**config.mk**
```make
export PLATFORM = sky130hd
export DESIGN_NAME = muldiv_unit_flat
export DESIGN_NICKNAME = d
export VERILOG_FILES = /design/src/rtl/muldiv_if.sv /design/src/rtl/muldiv_unit.sv /design/src/flat_wrapper.sv
export SDC_FILE = /design/constraint.sdc
export NUM_CORES = 1
export LEC_CHECK = 0
export BUFFER_PORTS_ARGS = -buffer_cell sky130_fd_sc_hd__buf_2
export CELL_PAD_IN_SITES_DETAIL_PLACEMENT = 1
export CELL_PAD_IN_SITES_GLOBAL_PLACEMENT = 2
export CORE_AREA = 2 2 182 184
export CTS_CLUSTER_DIAMETER = 200
export DETAILED_ROUTE_END_ITERATION = 16
export DIE_AREA = 0 0 184 186
export PLACE_DENSITY_LB_ADDON = 0.1
export SYNTH_ARGS = -nofsm -noshare
export SYNTH_HDL_FRONTEND = slang
export SYNTH_SLANG_ARGS = --single-unit
```
**constraint.sdc**
```tcl
create_clock -name clk -period 4.05 [get_ports clk]
set_input_delay 0.6075 -clock clk [delete_from_list [all_inputs] [get_ports clk]]
set_output_delay 0.6075 -clock clk [all_outputs]
set_load 0.02 [all_outputs]
```
**src/rtl/muldiv_if.sv**
```systemverilog
// Handshake and result bundle between the execute stage and muldiv_unit.
// The master drives the request; the slave returns status and the HI/LO registers.
interface muldiv_if #(
  parameter int WIDTH = 32
);
  logic             start;
  logic [2:0]       op;
  logic [WIDTH-1:0] rs_val;
  logic [WIDTH-1:0] rt_val;
  logic             busy;
  logic             done;
  logic             div_by_zero;
  logic             illegal;
  logic [WIDTH-1:0] hi;
  logic [WIDTH-1:0] lo;

  modport master (
    output start, op, rs_val, rt_val,
    input  busy, done, div_by_zero, illegal, hi, lo
  );

  modport slave (
    input  start, op, rs_val, rt_val,
    output busy, done, div_by_zero, illegal, hi, lo
  );
endinterface

```
**src/rtl/muldiv_unit.sv**
```systemverilog
// Iterative MULT/MULTU/DIV/DIVU with architectural HI/LO plus MTHI/MTLO.
// The divide datapath exists only when MULDIV_DIV_EN is defined; otherwise ops 2/3 flag illegal.
//   state | meaning
//   IDLE  | accept start; MTHI/MTLO and illegal ops complete here
//   CALC  | one shift-add or restoring-divide step per cycle, WIDTH steps
//   FIX   | sign correction, HI/LO write, done pulse
module muldiv_unit #(
  parameter int WIDTH = 32
) (
  input  logic    clk,
  input  logic    rst_n,
  muldiv_if.slave bus
);
  localparam int            CW        = (WIDTH > 1) ? $clog2(WIDTH) : 1;
  localparam logic [CW-1:0] LAST_ITER = CW'(WIDTH - 1);

  typedef enum logic [1:0] {
    S_IDLE = 2'd0,
    S_CALC = 2'd1,
    S_FIX  = 2'd2
  } state_t;

  state_t r_state;
  state_t w_state_next;

  logic [CW-1:0]      r_cnt;
  logic [2*WIDTH-1:0] r_acc;
  logic [2*WIDTH-1:0] w_acc_next;
  logic [WIDTH-1:0]   r_opb;
  logic [WIDTH-1:0]   r_hi;
  logic [WIDTH-1:0]   r_lo;
  logic               r_neg_q;
  logic               r_done;
  logic               r_illegal;
  logic               r_dbz;

  logic               w_busy;
  logic               w_in_calc;
  logic               w_in_fix;
  logic               w_accept;
  logic               w_op_mul;
  logic               w_op_div;
  logic               w_op_mt;
  logic               w_go;
  logic               w_signed;
  logic [WIDTH-1:0]   w_mag_a;
  logic [WIDTH-1:0]   w_mag_b;
  logic [WIDTH:0]     w_mul_sum;
  logic [2*WIDTH-1:0] w_prod_fix;
  logic [WIDTH-1:0]   w_fix_hi;
  logic [WIDTH-1:0]   w_fix_lo;

`ifdef MULDIV_DIV_EN
  logic               r_is_div;
  logic               r_neg_r;
  logic               r_div0;
  logic [WIDTH-1:0]   r_a_raw;
  logic [WIDTH-1:0]   w_div_diff;
  logic               w_div_ge;
`endif

  assign w_accept = (r_state == S_IDLE) && bus.start;
  assign w_op_mul = (bus.op == 3'd0) || (bus.op == 3'd1);
  assign w_op_mt  = (bus.op == 3'd4) || (bus.op == 3'd5);
`ifdef MULDIV_DIV_EN
  assign w_op_div = (bus.op == 3'd2) || (bus.op == 3'd3);
`else
  assign w_op_div = 1'b0;
`endif
  assign w_go     = w_accept && (w_op_mul || w_op_div);
  assign w_signed = (bus.op == 3'd0) || (bus.op == 3'd2);
  assign w_mag_a  = (w_signed && bus.rs_val[WIDTH-1]) ? -bus.rs_val : bus.rs_val;
  assign w_mag_b  = (w_signed && bus.rt_val[WIDTH-1]) ? -bus.rt_val : bus.rt_val;

  always_ff @(posedge clk or negedge rst_n) begin
    if (!rst_n) r_state <= S_IDLE;
    else        r_state <= w_state_next;
  end

  always_comb begin
    w_state_next = r_state;
    case (r_state)
      S_IDLE:  if (w_go) w_state_next = S_CALC;
      S_CALC:  if (r_cnt == LAST_ITER) w_state_next = S_FIX;
      S_FIX:   w_state_next = S_IDLE;
      default: w_state_next = S_IDLE;
    endcase
  end

  always_comb begin
    w_busy    = 1'b0;
    w_in_calc = 1'b0;
    w_in_fix  = 1'b0;
    case (r_state)
      S_CALC: begin
        w_busy    = 1'b1;
        w_in_calc = 1'b1;
      end
      S_FIX: begin
        w_busy   = 1'b1;
        w_in_fix = 1'b1;
      end
      default: ;
    endcase
  end

  // Low half of r_acc holds the multiplier / shifting dividend, high half the partial product / remainder.
  always_comb begin
    w_mul_sum  = {1'b0, r_acc[2*WIDTH-1:WIDTH]} + (r_acc[0] ? {1'b0, r_opb} : '0);
    w_acc_next = {w_mul_sum, r_acc[WIDTH-1:1]};
`ifdef MULDIV_DIV_EN
    w_div_ge   = (r_acc[2*WIDTH-1:WIDTH-1] >= {1'b0, r_opb});
    w_div_diff = r_acc[2*WIDTH-2:WIDTH-1] - r_opb;
    if (r_is_div) begin
      if (w_div_ge) w_acc_next = {w_div_diff, r_acc[WIDTH-2:0], 1'b1};
      else          w_acc_next = {r_acc[2*WIDTH-2:0], 1'b0};
    end
`endif
  end

  always_comb begin
    w_prod_fix = r_neg_q ? -r_acc : r_acc;
    w_fix_hi   = w_prod_fix[2*WIDTH-1:WIDTH];
    w_fix_lo   = w_prod_fix[WIDTH-1:0];
`ifdef MULDIV_DIV_EN
    if (r_is_div) begin
      if (r_div0) begin
        w_fix_lo = '1;
        w_fix_hi = r_a_raw;
      end else begin
        w_fix_lo = r_neg_q ? -r_acc[WIDTH-1:0] : r_acc[WIDTH-1:0];
        w_fix_hi = r_neg_r ? -r_acc[2*WIDTH-1:WIDTH] : r_acc[2*WIDTH-1:WIDTH];
      end
    end
`endif
  end

  always_ff @(posedge clk or negedge rst_n) begin
    if (!rst_n) begin
      r_cnt     <= '0;
      r_acc     <= '0;
      r_opb     <= '0;
      r_neg_q   <= 1'b0;
      r_hi      <= '0;
      r_lo      <= '0;
      r_done    <= 1'b0;
      r_illegal <= 1'b0;
      r_dbz     <= 1'b0;
    end else begin
      r_done    <= 1'b0;
      r_illegal <= 1'b0;
      r_dbz     <= 1'b0;
      if (w_accept) begin
        if (w_go) begin
          r_cnt   <= '0;
          r_acc   <= {{WIDTH{1'b0}}, w_mag_a};
          r_opb   <= w_mag_b;
          r_neg_q <= w_signed && (bus.rs_val[WIDTH-1] ^ bus.rt_val[WIDTH-1]);
        end else if (w_op_mt) begin
          if (bus.op == 3'd4) r_hi <= bus.rs_val;
          else                r_lo <= bus.rs_val;
          r_done <= 1'b1;
        end else begin
          r_illegal <= 1'b1;
        end
      end else if (w_in_calc) begin
        r_acc <= w_acc_next;
        r_cnt <= r_cnt + 1'b1;
      end else if (w_in_fix) begin
        r_hi   <= w_fix_hi;
        r_lo   <= w_fix_lo;
        r_done <= 1'b1;
`ifdef MULDIV_DIV_EN
        r_dbz  <= r_is_div && r_div0;
`endif
      end
    end
  end

`ifdef MULDIV_DIV_EN
  always_ff @(posedge clk or negedge rst_n) begin
    if (!rst_n) begin
      r_is_div <= 1'b0;
      r_neg_r  <= 1'b0;
      r_div0   <= 1'b0;
      r_a_raw  <= '0;
    end else if (w_go) begin
      r_is_div <= w_op_div;
      r_neg_r  <= w_signed && bus.rs_val[WIDTH-1];
      r_div0   <= (bus.rt_val == '0);
      r_a_raw  <= bus.rs_val;
    end
  end
`endif

  assign bus.busy        = w_busy;
  assign bus.done        = r_done;
  assign bus.div_by_zero = r_dbz;
  assign bus.illegal     = r_illegal;
  assign bus.hi          = r_hi;
  assign bus.lo          = r_lo;
endmodule

```
**src/flat_wrapper.sv**
```systemverilog
// flat-port wrapper written by rule: the top's interface ports become plain ports
module muldiv_unit_flat 
#(
  parameter int WIDTH = 32
)
  (clk, rst_n, bus_start, bus_op, bus_rs_val, bus_rt_val, bus_busy, bus_done, bus_div_by_zero, bus_illegal, bus_hi, bus_lo);
  muldiv_if #(.WIDTH(WIDTH)) bus_i ();
  input  logic clk;
  input  logic rst_n;
  input wire logic [$bits(bus_i.start)-1:0] bus_start;
  input wire logic [$bits(bus_i.op)-1:0] bus_op;
  input wire logic [$bits(bus_i.rs_val)-1:0] bus_rs_val;
  input wire logic [$bits(bus_i.rt_val)-1:0] bus_rt_val;
  output wire logic [$bits(bus_i.busy)-1:0] bus_busy;
  output wire logic [$bits(bus_i.done)-1:0] bus_done;
  output wire logic [$bits(bus_i.div_by_zero)-1:0] bus_div_by_zero;
  output wire logic [$bits(bus_i.illegal)-1:0] bus_illegal;
  output wire logic [$bits(bus_i.hi)-1:0] bus_hi;
  output wire logic [$bits(bus_i.lo)-1:0] bus_lo;
  assign bus_i.start = bus_start;
  assign bus_i.op = bus_op;
  assign bus_i.rs_val = bus_rs_val;
  assign bus_i.rt_val = bus_rt_val;
  assign bus_busy = bus_i.busy;
  assign bus_done = bus_i.done;
  assign bus_div_by_zero = bus_i.div_by_zero;
  assign bus_illegal = bus_i.illegal;
  assign bus_hi = bus_i.hi;
  assign bus_lo = bus_i.lo;
  muldiv_unit #(.WIDTH(WIDTH)) u_core (.clk(clk), .rst_n(rst_n), .bus(bus_i));
endmodule
```
==> results of run 1 <==
## area by class of cell
cell class	count	share of cell area
clock buffers	19	0.0343
multi-input cells	1103	0.521
well taps	408	0.0387
clock inverters	13	0.0108
flip-flops and latches	170	0.322
inverters	21	0.00597
diodes	1	0.000190
repair buffers	158	0.0664
## cells in the mapped netlist (9+ instances only)
master	n	area (µm²)
a21oi_1	100	500
o31ai_1	31	233
inv_1	21	78.8
o22ai_1	18	113
and3_1	14	87.6
ha_1	42	526
or4_1	15	113
nand2_1	168	631
buf_1	10	37.5
nor3_1	14	70.1
nand3_1	30	150
a31oi_1	9	56.3
a221oi_1	11	96.3
or3_1	19	119
xnor2_1	41	359
a211oi_1	10	75.1
o41ai_1	16	140
xor2_1	96	841
nor2_1	117	439
o21ai_0	173	866
and2_1	36	225
clkbuf_1	62	233
a21o_1	21	158
o221ai_1	12	105
dfrtp_1	170	4250
## where the power goes
| part | internal, W | leakage, nW | switching (W) | total (W) |
|---|---|---|---|---|
| combinational | 0.00195 | 3.36 | 0.00304 | 0.00499 |
| sequential | 0.00246 | 2.12 | 0.000898 | 0.00336 |
| clock | 0.000946 | 0.290 | 0.000745 | 0.00169 |
## registers in the layout, indices dropped and copies added (netlist names), 2 cells and up
name and count:
u_core.bus.hi 32, u_core.bus.lo 32, u_core.r_acc 64, u_core.r_opb 32, u_core.r_state 2, u_core.r_cnt 5
## worst min path at each step
| stage | slack (ns) | cells past startpoint | end |
|---|---|---|---|
| global route | 0.33 | 1 | u_core.bus.lo[10] |
| finish | 0.27 | 1 | u_core.bus.lo[10] |
| CTS | 0.30 | 1 | u_core.bus.lo[10] |
| global placement | 0.45 | 2 | u_core.r_opb[21] |
| detailed placement | 0.46 | 2 | u_core.r_opb[31] |
| floorplan | 0.31 | 0 | u_core.bus.done |
## kinds of logic after synthesis
| kind of cell | synth area share |
|---|---|
| fa+ha+maj | 0.0475 |
| mux | 0.00817 |
| compound gates | 0.238 |
| simple gates | 0.199 |
| flops | 0.370 |
| xor+xnor | 0.104 |
| buf+inv | 0.0320 |
| other cells | 0.000326 |
## metrics by stage
| step | utilization | instances | hold slack (ns) |
|---|---|---|---|
| after floorplan | - | 1368 | 0.312 |
| after detailed placement | 0.391 | 1860 | 0.461 |
| after CTS | 0.410 | 1892 | 0.298 |
| after global routing | 0.410 | 1892 | 0.330 |
| after global placement | 0.391 | 1860 | 0.455 |
| final | 0.410 | 1893 | 0.272 |
## layer usage
| metal | routed length (µm) | global-route usage | share of wire |
|---|---|---|---|
| met3 | 852 | 0.0256 | 0.023 |
| met5 | 0 | 0 | 0 |
| met2 | 18100 | 0.388 | 0.48 |
| met1 | 18000 | 0.302 | 0.48 |
| met4 | 456 | 0.0509 | 0.012 |
==> metrics.yaml, run 1 <==
place_area_mm2: 0.0126
die_area_mm2: 0.0342
numCtsBuffers: 17
crit_type: "reg2reg"
final_area_mm2: 0.0132
antenna_found_initial: 0
worst_slew_pin_slew_ns: 0.966
slew_headroom: 0.356
io_pins: 138
finalWorstSetupSlack_ns: 0.452
setup_viol: 0
layout_commonest_cell: "o21ai_0"
dr.pass1.iters: 4
final_antenna_net_count: 0
chipHeight_um: 186
layout-drive-gt1-share: 0.152
rr_endpoint: "u_core.r_acc[63]"
track_usage: 0.225
cts_hold_buffers: 0
syn_to_final_growth_pct: 14.9
initial_core_util: 0.357
peakVddDrop_v: 0.000308
r2r_start: "u_core.r_acc[0]"
synth_nets: 1481
io_buffers: 136
layout_worst_path_cycle_share: 0.888
arrival_ns: 3.98
endpoint: "u_core.r_acc[63]"
power_density_mw_per_mm2: 760
startpoint_type: "flop"
num_vias: 10300
wire_per_inst_um: 19.8
htree_levels: 4
endpoint_kind: "flop"
outcome: "complete, no violations"
grt_overflow: 0
crit_start: "u_core.r_acc[0]"
crit_fanout: 16
via_per_inst: 5.45
die_w_um: 184
r2r_slack_ns: 0.45
period_needed_ns: 3.60
syn_area_mm2: 0.0115
path_buf_inv: 1
cts_setup_buffers: 0
grt_max_degree: 91
finalSetupTns_ns: 0
yosys_warnings: 0
cap_violations: 0
required_ns: 4.43
rsz0062_at_grt: "false"
slew_violations: 0
clk_pin_slew_ns: 0.07
crit_slowest_cell: "dfrtp_1"
grt_pass1_vias: 10600
cts_tree: "built"
max_freq_mhz: 278
cts_sinks: 170
ys_seq_area_frac: 0.370
cp_top_family: "compound AO/OA/AOI/OAI gates"
drc_errors: 0
hpwl_mm: 28.5
final_cell_mix: "o21ai_0 (172), dfrtp_1 (169), nand2_1 (167)"
synthArstFlopShare: 1.00
n_fill_cell: 3863
r2r_cells: 12
grt_pass1_wl_mm: 59.4
ys_ff_latch: 170
leakagePower_nw: 5.77
synth.distinct_cells: 63
seqCellArea_mm2: 0.00426
rows: 66
cts_resized: 0
wirelength_mm: 37.5
core_area_mm2: 0.0322
worst-path-stages: 12
cts_buffer_depth: 2
p_total_w: 0.0100
finalHoldViolations: 0
clock_latency_ns: 0.44
critical-path-max-stage-delay_ns: 0.70
cts_root_buffer: "clkbuf_16"
netlist_instances: 1368
nets: 1584
postSynthAreaPerCell_um2: 8.40
synthFlopType: "dfrtp_1"
worstPathCellList: "and2_1 -> ha_1 -> inv_1 -> fa_1 -> nand2b_1 -> a21oi_1 -> o21ai_0 -> o211a_1 -> o41ai_1 -> a221oi_1 -> o31ai_1 -> a22o_1"
finClkSkew_ns: 0.0133
routabilityCongestion: 0.815
synth_edf_count: 0
holdCritPathClass: "in2async"
dp_slack_ns: 0.467
multi_input_area_mm2: 0.00689
drtIter0Drc: 554
Power figures use the tool's default switching activity.
==> inputs of run 2 (changes only) <==
--- a/config.mk
+++ b/config.mk
@@ -13,4 +13,5 @@
 export DETAILED_ROUTE_END_ITERATION = 16
 export DIE_AREA = 0 0 184 186
+export GPL_TIMING_DRIVEN = 0
 export PLACE_DENSITY_LB_ADDON = 0.1
 export SYNTH_ARGS = -nofsm -noshare
==> constraint.sdc (replaced) <==
create_clock -name clk -period 4.05 [get_ports clk]
set_input_delay 1.215 -clock clk [delete_from_list [all_inputs] [get_ports clk]]
set_output_delay 1.215 -clock clk [all_outputs]
set_load 0.02 [all_outputs]
==> metrics.yaml, run 2 (synthesized netlist as in run 1, its figures left out) <==
crit_slowest_cell: "nor2_1"
htree_levels: 4
holdPathStages: 2
dr.pass1.iters: 5
max_freq_mhz: 263
placedCellCount: 1914
layout_commonest_cell: "o21ai_0"
numCtsBuffers: 17
finalHoldViolations: 0
rows: 66
r2r_cells: 11
clock_latency_ns: 0.44
regMostFlops: "u_core.r_acc"
crit_type: "in2reg"
cts_sinks: 170
peakVddDrop_v: 0.000441
wirelength_mm: 42.9
nets: 1637
p_total_w: 0.0103
r2r_start: "u_core.r_acc[0]"
die_w_um: 184
netSwitchingFraction: 0.473
io_buffers: 136
grt_overflow: 0
clkPwrFrac: 0.169
multi_input_area_mm2: 0.00688
leakagePower_nw: 5.78
finClkSkew_ns: 0.0114
fin_cells: 1945
postLayoutCoreUtil: 0.415
die_area_mm2: 0.0342
dp_slack_ns: -0.184
grt_pass1_vias: 11200
rr_endpoint: "u_core.bus.hi[26]"
n_fill_cell: 3909
num_vias: 10800
seqCellArea_mm2: 0.00425
via_per_inst: 5.54
routabilityCongestion: 0.892
hold_start: "u_core.r_opb[22]"
cts_buffer_depth: 2
p_sw_w: 0.00487
layout-drive-gt1-share: 0.133
hold_end: "u_core.r_opb[22]"
rsz0062_at_grt: "false"
wire_per_inst_um: 22.1
worst_slew_pin_slew_ns: 1.11
initial_core_util: 0.357
cap_violations: 0
finalWorstSetupSlack_ns: 0.248
worstPathCellList: "buf_2 -> nand2_1 -> clkbuf_1 -> nand2_1 -> nor2_1 -> nor2_1 -> clkbuf_1 -> a21oi_1 -> o22ai_1"
io_pins: 138
drtIter0Drc: 521
critical-path-max-stage-delay_ns: 0.73
arrival_ns: 4.08
internal-power_w: 0.00541
startpoint_type: "input port"
antenna_found_initial: 1
power_frac_comb: 0.511
cts_tree: "built"
layout_worst_path_cycle_share: 0.939
holdCritPathClass: "reg2reg"
cts_root_buffer: "clkbuf_16"
drc_errors: 0
syn_to_final_growth_pct: 16.2
endpoint_kind: "flop"
final_antenna_net_count: 0
slew_violations: 0
setup_viol: 0
slew_headroom: 0.257
clk_pin_slew_ns: 0.07
final_cell_mix: "o21ai_0 (173), dfrtp_1 (170), nand2_1 (168)"
grt_max_degree: 88
power_density_mw_per_mm2: 770
core_area_mm2: 0.0322
period_needed_ns: 3.80
required_ns: 4.33
outcome: "complete, no violations"
largest_reg_flops: 64
hpwl_mm: 34.1
holdWs_ns: 0.474
r2r_slack_ns: 0.25
track_usage: 0.256
crit_fanout: 10
chipHeight_um: 186
grt_pass1_wl_mm: 65.1
pwr-share-seq: 0.320
run 2: cell types whose count changed in the layout (fill, tap and decap cells not counted), sizes merged:
cell      before  now
bufinv         2    3
buf          158  150
clkbuf        19   81
clkinvlp       2    3
clkinv         7    5
inv           23   21
run 2: how the worst max path moves through the flow:
| stage | start | endpoint | slack [ns] |
|---|---|---|---|
| final | bus_start | u_core.bus.hi[10] | 0.25 |
| after global routing | bus_start | u_core.bus.hi[13] | 0.10 |
| after CTS | u_core.r_acc[0] | u_core.r_acc[63] | 0.14 |
| after detailed placement | u_core.r_acc[0] | u_core.r_acc[63] | -0.18 |
| after global placement | rst_n | u_core.r_opb[28] | -1.12 |
| after floorplan | bus_rs_val[13] | u_core.r_acc[26] | 0.84 |
run 2: metrics by stage:
stage / setup TNS, ns / cell area (µm²)
2_1_floorplan: 0 / 11500
3_3_place_gp: -187.62 / 12700
3_5_place_dp: -1.49 / 12700
4_1_cts: 0 / 13400
5_1_grt: 0 / 13400
6_report: 0 / 13400
run 2: area by class of cell:
type	instances	share of cell area
tap	408	0.0382
buffer	73	0.0215
inverter	21	0.00590
multi-input combinational	1103	0.515
clock buffer	20	0.0349
clock inverter	11	0.0109
antenna	1	0.000187
timing repair buffer	138	0.0546
sequential	170	0.319
run 2: routing by layer:
| layer | global-route usage | routed length (µm) | up-vias | share of wire |
|---|---|---|---|---|
| li1 | - | - | 5238 | - |
| met1 | 0.298 | 18000 | 5243 | 0.42 |
| met2 | 0.472 | 22100 | 234 | 0.52 |
| met3 | 0.0380 | 1540 | 58 | 0.036 |
| met4 | 0.0986 | 1250 | 0 | 0.029 |
| met5 | 0 | 0 | - | 0 |
run 2: worst max-delay path: cells and delay by family:
kind,cells,cell delay [ns]
buffers and inverters,3,0.99
and+or+nand+nor,4,1.50
AOI/OAI and AO/OA,2,0.38
run 2: timing repair:
item,in CTS,in global routing
gates resized for setup,1,2
gates cloned,0,0
buffers inserted,0,0
setup endpoints to repair,2,1
hold buffers,0,0
run 2: power by group through the flow:
stage	clock (W)	combinational [W]	sequential, W
floorplan	0	0.00328	0.00340
global placement	0	0.00519	0.00327
detailed placement	0	0.00528	0.00331
CTS	0.00178	0.00529	0.00329
global route	0.00185	0.00585	0.00340
finish	0.00174	0.00525	0.00329
==> inputs of run 3 (changes only) <==
==> constraint.sdc (replaced) <==
create_clock -name clk -period 4.05 [get_ports clk]
set_input_delay 0.2025 -clock clk [delete_from_list [all_inputs] [get_ports clk]]
set_output_delay 0.2025 -clock clk [all_outputs]
set_load 0.02 [all_outputs]
==> metrics.yaml, run 3 (synthesized netlist as in run 1, its figures left out) <==
outcome: "complete, no violations"
p_sw_w: 0.00488
finalHoldViolations: 0
top_usage_layer: "met2"
finClkSkew_ns: 0.0120
place_area_mm2: 0.0127
die_w_um: 184
slew_violations: 0
period_needed_ns: 3.79
required_ns: 4.32
grt_max_degree: 88
htree_levels: 4
hpwl_mm: 34.1
use_met3: 0.0380
cts_sinks: 170
io_buffers: 136
layout_worst_path_cycle_share: 0.935
netSwitchingFraction: 0.474
wirelength_mm: 42.9
regMostFlops: "u_core.r_acc"
max_freq_mhz: 264
grt_pass1_vias: 11200
cts_tree: "built"
num_vias: 10800
final_antenna_net_count: 0
rows: 66
dp_slack_ns: -0.184
arrival_ns: 4.06
clkPwrFrac: 0.170
drtIter0Drc: 556
grt_overflow: 0
grt_pass1_wl_mm: 65.1
postLayoutCoreUtil: 0.415
track_usage: 0.256
chipHeight_um: 186
n_fill_cell: 3908
setup_viol: 0
cts_root_buffer: "clkbuf_16"
wire_per_inst_um: 22.1
core_area_mm2: 0.0322
crit_start: "u_core.r_acc[0]"
startpoint_type: "flop"
power_frac_comb: 0.511
internal-power_w: 0.00541
met2_usage: 0.472
final_cell_mix: "o21ai_0 (173), dfrtp_1 (170), nand2_1 (168)"
crit_fanout: 9
hold_start: "bus_start"
antenna_found_initial: 1
numCtsBuffers: 17
use_met1: 0.298
pwr-share-seq: 0.320
syn_to_final_growth_pct: 16.3
leakagePower_nw: 5.78
initial_core_util: 0.357
largest_reg_flops: 64
endpoint_kind: "flop"
r2r_start: "u_core.r_acc[0]"
die_area_mm2: 0.0342
crit_type: "reg2reg"
routabilityCongestion: 0.892
slew_headroom: 0.264
rsz0062_at_grt: "false"
layout_commonest_cell: "o21ai_0"
cts_buffer_depth: 2
clk_pin_slew_ns: 0.07
clock_latency_ns: 0.44
io_pins: 138
finalWorstSetupSlack_ns: 0.263
cts_setup_buffers: 0
power_density_mw_per_mm2: 770
drc_errors: 0
dr.pass1.iters: 5
holdCritPathClass: "in2reg"
final_area_mm2: 0.0134
peakVddDrop_v: 0.000442
worst_slew_pin_slew_ns: 1.10
cap_violations: 0
layout-drive-gt1-share: 0.133
nets: 1638
via_per_inst: 5.55
-- run 3: changes by cell type in the layout (fill, tap and decap cells not counted), sizes merged --
cell	change
dlygate4sd3	+1
-- run 3: area by class of cell --
class / instances / area (µm²) / area share
plain buffers: 73 / 287 / 0.0214
repair buffers: 139 / 739 / 0.0553
clock buffers: 20 / 467 / 0.0349
inverters: 21 / 78.8 / 0.00590
diodes: 1 / 2.50 / 0.000187
flip-flops and latches: 170 / 4250 / 0.318
clock inverters: 11 / 145 / 0.0109
multi-input cells: 1103 / 6880 / 0.515
well taps: 408 / 510 / 0.0382
-- run 3: per-stage QoR --
stage / power (W) / setup TNS, ns / hold slack [ns] / instances
after global placement: 0.00846 / -13.14 / 0.458 / 1912
after detailed placement: 0.00859 / -0.286 / 0.244 / 1914
after floorplan: 0.00669 / 0 / -0.0931 / 1368
after global routing: 0.0111 / 0 / 0.0332 / 1946
after CTS: 0.0104 / 0 / 0.0140 / 1945
final: 0.0103 / 0 / 0.0235 / 1946
-- run 3: worst paths after layout --
check | to | slack [ns] | cells past startpoint
max | u_core.bus.hi[26] | 0.26 | 11
min | u_core.bus.illegal | 0.02 | 2
max reg2reg | u_core.bus.hi[26] | 0.26 | 11
min reg2reg | u_core.bus.lo[1] | 0.47 | 2
max in group asynchronous | u_core.bus.hi[20] | 2.80 | 3
min in group asynchronous | u_core.bus.lo[8] | 0.34 | 2
-- run 3: routing by layer --
layer,vias up,share of wire
li1,5231,-
met1,5285,0.42
met2,222,0.52
met3,59,0.034
met4,0,0.029
met5,-,0
-- run 3: critical path, stage by stage (launching register included) --
cell,delay [ns]
dfrtp_1,0.53
inv_1,0.15
ha_1,0.19
or3b_2,0.44
clkbuf_1,0.24
nor4_4,0.30
nand4_2,0.40
or2_1,0.42
or3_4,0.39
o41ai_2,0.25
xor2_1,0.21
a21oi_1,0.10
-- run 3: power by group through the flow --
stage          combinational [W]  clock, W  sequential, W
6_report                 0.00526   0.00175        0.00329
5_1_grt                  0.00585   0.00185        0.00340
4_1_cts                  0.00529   0.00178        0.00329
3_5_place_dp             0.00528         0        0.00331
3_3_place_gp             0.00519         0        0.00327
2_1_floorplan            0.00328         0        0.00340
-- run 3: what timing repair did --
item,CTS,global route
endpoints found under the hold margin,83,0
endpoints found under the setup margin,2,1
resized for setup,1,2
hold buffers,1,0
